==> config.mk <==
export PLATFORM = sky130hd
export DESIGN_NAME = spi_arbiter
export DESIGN_NICKNAME = d
export VERILOG_FILES = /design/src/rtl/spi_arb_pkg.sv /design/src/rtl/spi_rr_arbiter.sv /design/src/rtl/spi_arbiter.sv
export SDC_FILE = /design/constraint.sdc
export NUM_CORES = 1
export LEC_CHECK = 0
export CAP_MARGIN = 20
export CORE_MARGIN = 4
export CORE_UTILIZATION = 46
export DETAILED_ROUTE_END_ITERATION = 8
export MAX_ROUTING_LAYER = met4
export PLACE_DENSITY = 0.86
export SLEW_MARGIN = 0
export SYNTH_ARGS = -nofsm -noshare
export SYNTH_HDL_FRONTEND = slang
export SYNTH_SLANG_ARGS = --single-unit
==> constraint.sdc <==
create_clock -name clk -period 3.36 [get_ports clk]
set_clock_uncertainty 0.15 [all_clocks]
set_input_delay 0.504 -clock clk [delete_from_list [all_inputs] [get_ports clk]]
set_output_delay 0.504 -clock clk [all_outputs]
set_load 0.02 [all_outputs]
==> src/rtl/spi_arb_pkg.sv <==
// Shared types and default constants for the SPI burst arbiter.
// SPI_ARB_TIMEOUT_EN adds the default per-byte watchdog limit.
package spi_arb_pkg;

  localparam int DEF_NUM_REQ   = 4;
  localparam int DEF_BITS_SIZE = 8;
  localparam int DEF_LEN_W     = 4;
`ifdef SPI_ARB_TIMEOUT_EN
  localparam int DEF_TIMEOUT_CYCLES = 4096;
`endif

  // Burst sequencer states.
  typedef enum logic [2:0] {
    IDLE,
    LOAD,
    START,
    WAIT,
    RELEASE
  } state_t;

endpackage

==> src/rtl/spi_rr_arbiter.sv <==
// Combinational round-robin pick: returns the first requester at or after
// the priority pointer, wrapping around, plus a valid flag.
module spi_rr_arbiter
  import spi_arb_pkg::*;
#(
  parameter int NUM_REQ = DEF_NUM_REQ
) (
  input  logic [NUM_REQ-1:0]         req,
  input  logic [$clog2(NUM_REQ)-1:0] ptr,
  output logic [$clog2(NUM_REQ)-1:0] idx,
  output logic                       valid
);

  localparam int IDX_W = $clog2(NUM_REQ);

  // Scan from the farthest offset down so the nearest requester wins.
  // NOTE: every output gets a default first so no path leaves it unassigned,
  // which would otherwise infer a latch.
  always_comb begin
    idx   = '0;
    valid = 1'b0;
    for (int i = NUM_REQ - 1; i >= 0; i--) begin
      if (req[(int'(ptr) + i) % NUM_REQ]) begin
        idx   = IDX_W'((int'(ptr) + i) % NUM_REQ);
        valid = 1'b1;
      end
    end
  end

endmodule

==> src/rtl/spi_arbiter.sv <==
// Round-robin sharing of one single-byte SPI master among NUM_REQ
// requesters, sequencing multi-byte bursts under a per-requester chip-select.
// Optional feature macro: SPI_ARB_TIMEOUT_EN (per-byte watchdog driving err
// and m_abort_n; without it err is tied 0 and m_abort_n tied 1).
module spi_arbiter
  import spi_arb_pkg::*;
#(
  parameter int NUM_REQ   = DEF_NUM_REQ,
  parameter int BITS_SIZE = DEF_BITS_SIZE,
  parameter int LEN_W     = DEF_LEN_W
`ifdef SPI_ARB_TIMEOUT_EN
  ,
  parameter int TIMEOUT_CYCLES = DEF_TIMEOUT_CYCLES
`endif
) (
  input  logic                         clk,
  input  logic                         reset_n,
  input  logic [NUM_REQ-1:0]           req,
  input  logic [NUM_REQ*LEN_W-1:0]     req_len,
  input  logic [NUM_REQ*BITS_SIZE-1:0] req_data,
  output logic [NUM_REQ-1:0]           data_ack,
  output logic [BITS_SIZE-1:0]         rsp_data,
  output logic [NUM_REQ-1:0]           rsp_valid,
  output logic [NUM_REQ-1:0]           cs_n,
  output logic                         busy,
  output logic [$clog2(NUM_REQ)-1:0]   grant_id,
  output logic [BITS_SIZE-1:0]         m_data_in,
  output logic                         m_tx_start,
  input  logic                         m_tx_done,
  input  logic [BITS_SIZE-1:0]         m_data_out,
  output logic                         err,
  output logic                         m_abort_n
);

  localparam int IDX_W = $clog2(NUM_REQ);
  // Byte counter holds req_len + 1, so it needs one extra bit.
  localparam int CNT_W = LEN_W + 1;
  localparam logic [CNT_W-1:0] CNT_ONE = CNT_W'(1);

  state_t           state;
  logic [IDX_W-1:0] ptr;
  logic [CNT_W-1:0] count;
  logic [IDX_W-1:0] pick_idx;
  logic             pick_valid;

  spi_rr_arbiter #(
    .NUM_REQ(NUM_REQ)
  ) u_rr (
    .req  (req),
    .ptr  (ptr),
    .idx  (pick_idx),
    .valid(pick_valid)
  );

`ifdef SPI_ARB_TIMEOUT_EN
  localparam int TO_W = $clog2(TIMEOUT_CYCLES + 1);
  logic [TO_W-1:0] to_cnt;
`else
  assign err       = 1'b0;
  assign m_abort_n = 1'b1;
`endif

  // Burst sequencer: arbitration, byte hand-off to the master, response
  // return and release, with all outputs registered.
  // NOTE: sequential state uses non-blocking assignments so every register
  // samples pre-edge values regardless of statement order.
  always_ff @(posedge clk or negedge reset_n) begin
    if (!reset_n) begin
      state      <= IDLE;
      ptr        <= '0;
      count      <= '0;
      grant_id   <= '0;
      busy       <= 1'b0;
      cs_n       <= '1;
      data_ack   <= '0;
      rsp_valid  <= '0;
      rsp_data   <= '0;
      m_data_in  <= '0;
      m_tx_start <= 1'b0;
`ifdef SPI_ARB_TIMEOUT_EN
      to_cnt     <= '0;
      err        <= 1'b0;
      m_abort_n  <= 1'b1;
`endif
    end else begin
      // Pulse outputs fall back to idle unless a state raises them.
      data_ack   <= '0;
      rsp_valid  <= '0;
      m_tx_start <= 1'b0;
`ifdef SPI_ARB_TIMEOUT_EN
      err        <= 1'b0;
      m_abort_n  <= 1'b1;
`endif
      unique case (state)
        IDLE: begin
          if (pick_valid) begin
            grant_id <= pick_idx;
            count    <= CNT_W'(req_len[pick_idx*LEN_W +: LEN_W]) + CNT_ONE;
            busy     <= 1'b1;
            cs_n     <= ~(NUM_REQ'(1) << pick_idx);
            state    <= LOAD;
          end
        end

        LOAD: begin
          m_data_in <= req_data[grant_id*BITS_SIZE +: BITS_SIZE];
          data_ack  <= NUM_REQ'(1) << grant_id;
          state     <= START;
        end

        START: begin
          m_tx_start <= 1'b1;
`ifdef SPI_ARB_TIMEOUT_EN
          to_cnt     <= '0;
`endif
          state      <= WAIT;
        end

        WAIT: begin
          // The master still shows the previous byte's done level while the
          // start pulse is out; it only clears on the start edge.
          if (m_tx_done && !m_tx_start) begin
            rsp_data  <= m_data_out;
            rsp_valid <= NUM_REQ'(1) << grant_id;
            count     <= count - CNT_ONE;
            state     <= (count == CNT_ONE) ? RELEASE : LOAD;
          end
`ifdef SPI_ARB_TIMEOUT_EN
          else if (to_cnt == TO_W'(TIMEOUT_CYCLES - 1)) begin
            err       <= 1'b1;
            m_abort_n <= 1'b0;
            state     <= RELEASE;
          end else begin
            to_cnt <= to_cnt + TO_W'(1);
          end
`endif
        end

        RELEASE: begin
          cs_n  <= '1;
          busy  <= 1'b0;
          // The requester just served drops to lowest priority.
          ptr   <= (grant_id == IDX_W'(NUM_REQ - 1)) ? '0 : grant_id + IDX_W'(1);
          state <= IDLE;
        end

        default: state <= IDLE;
      endcase
    end
  end

endmodule

After elaboration in Yosys (flattened, before gate mapping)
Cells that the tools add are included.
W data, S select, Z words.
{ "word_totals": {"ff_bits": 42, "inputBits": 63, "word_cells": 85} }
{ "op_classes": {"n_addsub": 6, "n_lt_le_gt_ge": 4, "n_eq_ne": 8, "shifts": 4, "mux": 35, "bitwise_logic": 4, "reduce_logical": 13} }
{ "op_table": {"columns": ["operator", "count"], "rows": [
  ["$shiftx A32 B6 Y8", 1],
  ["$mux W4", 4],
  ["$shiftx A16 B5 Y4", 1],
  ["$mux W1", 13],
  ["$lt A3 B4 Y1 const B", 3],
  ["$pmux W3 S4", 1],
  ["$mux W2", 5],
  ["$mux W5", 2],
  ["$pmux W5 S2", 1],
  ["$mux W3", 3],
  ["$bmux W1 S2", 4],
  ["$pmux W4 S2", 1],
  ["$reduce_and A2 Y1", 4],
  ["$shl A1 B2 Y4 const A", 2],
  ["$eq A3 B2 Y1 const B", 2],
  ["$reduce_or A2 Y1", 3],
  ["$add A4 B1 Y5 const B", 1],
  ["$eq A5 B1 Y1 const B", 1],
  ["$sub A5 B1 Y5 const B", 1],
  ["$add A2 B1 Y2 const B", 2],
  ["$add A2 B2 Y2 const B", 2],
  ["$ne A2 B2 Y1 const B", 2],
  ["$not A4 Y4", 1],
  ["$reduce_bool A2 Y1", 2],
  ["10 further kinds", 12]
]} }

Logic depth before layout (Yosys ltp)
{ "depth": {"depth_word": 14, "mapped_depth": 10} }

By module
From an unflattened synthesis, not the netlist that was laid out.
{ "unflattened": {"hier_cells": 184, "area_unflattened_um2": 2244.7} }
{ "modules_own_cells": {"columns": ["mod", "instances", "cells_each", "area_per_inst_um2"], "rows": [
  ["spi_arbiter", 1, 171, 2167.1],
  ["spi_rr_arbiter", 1, 13, 77.6]
]} }

Worst setup path before layout
No wires, ideal clock.
{ "synth_path": {"path_type": "input -> register", "startpoint": "in req[2]", "endpoint": "reg count[1]", "setup_time_ps": 131, "arrival_ps": 2113, "t_required_ps": 3079, "path_slack_ps": 967, "cell_stages": 9, "path_buffers": 1, "path_cell_list": "nor2b_1 > a311oi_1 > or2_2 > clkbuf_8 > mux2i_1 > mux2i_2 > ha_1 > a211oi_1 > a21oi_1"} }
{ "synth_via": {"elab_chain_cells": 11} }
{ "synth_rtl": {"columns": ["element", "line_no", "rtl"], "rows": [
  ["from (decl)", "spi_arbiter.sv:18", "input logic [NUM_REQ-1:0] req,"],
  ["$bmux W1 S2", "spi_rr_arbiter.sv:23", "if (req[(int'(ptr) + i) % NUM_REQ]) begin"],
  ["$mux W1 (not written as such) (2 in series)", "spi_rr_arbiter.sv:23", null],
  ["$mux W2 (4 in series)", "spi_rr_arbiter.sv:23", null],
  ["$shiftx A16 B5 Y4", "spi_arbiter.sv:98", "count <= CNT_W'(req_len[pick_idx*LEN_W +: LEN_W]) + CNT_ONE;"],
  ["$add A4 B1 Y5", "spi_arbiter.sv:98", null],
  ["$mux W5", "spi_arbiter.sv:96", "if (pick_valid) begin"],
  ["$pmux W5 S2", "spi_arbiter.sv:94", "unique case (state)"],
  ["to (signal assigned)", "spi_arbiter.sv:98", null],
  ["to (signal assigned)", "spi_arbiter.sv:125", "count <= count - CNT_ONE;"],
  ["to (decl)", "spi_arbiter.sv:42", "logic [CNT_W-1:0] count;"]
]} }
Parallel ways exist; a longest one is shown, timed or not. The select of a mux whose other input is x is not followed.
A chain may end at the register's enable or synchronous reset.

Worst setup path in the final report
{ "layout_path": {"startpoint": "in req[0]", "endpoint": "reg count[4]"} }
Same word-level chain as after synthesis.

==> results.txt <==
- The flow ran to the end, and the final reports show no timing, DRC or antenna violations.
- Counting along the longest clock path gives a buffer depth of 2.
- After detailed routing, the number of remaining DRC violations is 0.
- Via count of the first global-routing pass: ~1,900
- From synthesis to final layout, the design area changed by 47.10%.
- Most Frequent Cell on Critical Path: nand2_1
- The worst-case IR drop observed on VDD is about 0.3 mV.
* Max capacitance violation total: 0
- The first detailed-routing pass ran for 4 iterations.
* Biggest area contributors in the synthesized netlist: dfrtp_1 (42%), mux2_2 (8.4%), mux4_2 (7.9%)
* Area of the core: ~0.0048 mm²
- Sum of negative setup slack: 0 ps
* Critical path required time: about 3400 ps
- Top_reg_cell synth: dfrtp_1
- Endpoint of the lowest-slack register-to-register path: count[4]$_DFFE_PN0P_
- Transition at the pin with the smallest max-transition slack: 911.6 ps
- Total overflow reported by the global router: 0
- Count of flip-flops with a built-in enable after synthesis: 0
* Seq pwr share: between 30% and 40%
* Critical register-to-register path startpoint: ptr[1]$_DFFE_PN0P_
- CTS Buf Count: 5
- Number of post-CTS setup repair buffers: 0
- With fillers left out, the area of the finished cells amounts to between 0.003 and 0.004 mm².
* P per Cell Area: 743.7 mW/mm²
- For this configuration, the core starts out at a cell density of 47.71%.
- Fin crit share: between 80 and 90%
- The setup path with the least slack is of type in2reg.
- Clock tree root buffer cell: clkbuf_8
* Pin count of the biggest net entering global routing: between 40 and 50
- At the later pin of the worst-skew pair, clock insertion delay measures 300 ps.
- Final standard cell count with taps included and fillers excluded: about 360
- Delay-heaviest family, CP: compound AO/OA/AOI/OAI gates
- Hold-fix buffers, CTS: 0
* Critical path capture point type: flop
- Setup crit start kind: input port
- Worst reg-to-reg setup slack: about 780 ps
- ANT nets after route: 0
- Maximum operating frequency: 354.5 MHz
- Hold WC Path Type: in2async
- Once placement completed, the tool counted placed cells totaling 348.
* Setup slack of the critical path after layout: ~540 ps
- Sequential-to-total area share from yosys stat: approximately 47%
* Clock tree from TritonCTS: done
- Detail-routed net length per standard cell: 15.69 µm
- The final-report hold violation count came to 0.
* Number of warnings reported in the yosys synthesis log: 0
- Overall fraction of global-route tracks in use: 19.72%
* Wire length of the first global-routing pass: 9149 µm
- Measured along the x axis, the die boundary spans slightly below 80 µm.
* Share of layout cells above drive strength 1: between 15 and 20%
- Synth cell types: about 50
- Maximum fanout count along the critical path: 10
* CTS Sinks: 42
* Routed via count: ~1,900
- The internal power of the cells totals between 1.5 and 2 mW.
- At the end of the flow the core is filled with cells to 70.18%.
- Top-area cell type share of the netlist area: between 40% and 50%
- A synthesized cell averages approximately 12 µm².
- Gates resized, CTS repair: 0
* Setup repair after global routing missed its margin: no
- Leakage power figure: ~1.4 nW
* Arrival time of data at the critical path endpoint: roughly 2900 ps
- The signal on the critical path passes through clkdlybuf4s50_1 -> nand2_1 -> a311oi_1 -> or2_2 -> mux2i_1 -> mux2i_2 -> ha_1 -> nand2_1 -> o31a_1 -> o21ai_1.
* Final count of negative-setup-slack endpoints: 0
* Area after DPL: 0.003242 mm²
- Leading area contributor after synthesis: dfrtp_1
* Top-level port count: between 90 and 100
* Post-Synthesis Net Count: ~270
- In this run the tool buffered the top-level ports with 94 buffer cells.
* Antenna fix cells: 0
- The number of antenna violations at the first check in global routing came to 0.
* Vias per cell: 5.228
* Number of buffers and inverters on the critical path: 1
- Std cell rows: 25
* Minimum setup slack after placement: around 230 ps
- The completed layout was analyzed and its total power is around 2.5 mW.
- The clock tree synthesis step divided the H-tree into 2 levels.
* DIE HEIGHT: roughly 78 µm
- In this run, the combinational gates consume between 50% and 60% of the power.
- In this run, synthesis produced a sequential element count of 42.
- Of the total power, the share spent switching nets is 37.26%.
* Worst hold slack after final layout: 173.2 ps
- Critical-path cell with the highest stage delay: clkdlybuf4s50_1
* Synthesized netlist cell count: about 200
- Max stage delay on crit path: between 500 and 600 ps
* Asr flop ratio synth: 100.0%
- Clock-pin slew on the worst setup and hold paths: about 80 ps
- Syn Std Cell Area: approximately 0.0023 mm²
- Measured against its own limit, the worst slew margin works out to 38.72%.
- For this design the total switching power over the nets is slightly above 0.9 mW.
* Clock Power Share: a little over an eighth
- In the layout the commonest cells are clkdlybuf4s50_1 (93), dfrtp_1 (38), mux2_2 (17).
- Total Routed Length: between 5000 and 6000 µm
- Global placer's final weighted congestion: around 0.83
- After the last flow step, the layout net total stands at ~360.
* Post-DP HPWL: roughly 4400 µm
- The die covers 0.006119 mm².
- Number of pins exceeding their max-slew limit in the final report: 0
* R2r worst-path depth: 9
* Iteration-0 DRC Markers: a little under 100
- Most common cell after layout, fill and taps aside: clkdlybuf4s50_1
- After layout, the minimum clock period comes to 2821 ps.
-- per-layer routing --
metal	up-vias	wire length, µm	track usage, %
met5	-	0	-
met4	0	68	5.245
met3	8	484	6.307
met2	81	2753	33.82
met1	884	2278	22.33
li1	888	-	-
-- cells by family (layout without fill, tap and decap cells) --
group | after synthesis | in the layout | share of synthesized area [%]
XOR/XNOR | 1 | 1 | 0.3862
multiplexers | 34 | 34 | 21.07
other | 2 | 2 | 0.3311
AO/OA/AOI/OAI | 30 | 30 | 8.715
adder cells (fa/ha/maj) | 7 | 7 | 3.861
flip-flops | 42 | 42 | 46.55
buffers and inverters | 19 | 113 | 4.688
AND/OR/NAND/NOR | 60 | 60 | 14.40
-- cells in the mapped netlist, types with 2 or more instances --
cell type	count
nor2_1	7
and2_1	9
a21o_1	2
buf_4	2
a31oi_1	2
mux2i_1	7
nor3_1	10
mux4_2	8
nor2b_1	2
dfrtp_1	38
conb_1	2
or3_1	2
nand2_1	15
ha_1	7
clkbuf_8	2
o21ai_0	4
a21oi_1	10
clkbuf_1	7
dfstp_2	4
nand2b_1	2
inv_1	5
nor3b_1	3
mux2_2	17
-- registers in the layout, summed over array words and instances (netlist names) --
signal and flops:
ptr 2, data_ack 4, cs_n 4, busy 1, m_data_in 8, rsp_valid 4
count 5, m_tx_start 1, rsp_data 8, grant_id 2, state 3
-- area by class of cell --
type                    instances  area, µm²
clock buffers                   6      82.58
clock inverters                 2      12.51
fillers                       359       1418
inverters                       6      22.52
multi-input cells             134       1106
flip-flops and latches         42       1056
well taps                      67      83.83
repair buffers                 99      973.4
-- worst max-delay path by stage --
stage / cells past startpoint / slack (ps) / end / start
after detailed placement: 9 / 230 / count[1]$_DFFE_PN0P_ / req[0]
after CTS: 9 / 540 / count[1]$_DFFE_PN0P_ / req[0]
after floorplan: 9 / 970 / count[1]$_DFFE_PN0P_ / req[2]
final: 10 / 540 / count[4]$_DFFE_PN0P_ / req[0]
after global placement: 9 / 340 / count[1]$_DFFE_PN0P_ / req[2]
after global routing: 9 / 310 / count[1]$_DFFE_PN0P_ / req[2]
-- worst reg2reg max path: cells and delay by family, from the launching register on --
kind	cells	cell delay, ps
AOI/OAI and AO/OA	3	810
DFF	1	450
adders and majority gates	1	220
and+or+nand+nor	3	520
muxes	2	350
-- power by group through the flow --
| stage | combinational (mW) | sequential, mW | clock, mW |
|---|---|---|---|
| 6_report | 1.27 | 0.877 | 0.336 |
| 5_1_grt | 1.36 | 0.918 | 0.378 |
| 4_1_cts | 1.28 | 0.882 | 0.351 |
| 3_5_place_dp | 1.28 | 0.891 | 0 |
| 3_3_place_gp | 1.25 | 0.878 | 0 |
| 2_1_floorplan | 0.634 | 1.01 | 0 |
Note: power is estimated with default switching activity, not from simulation.
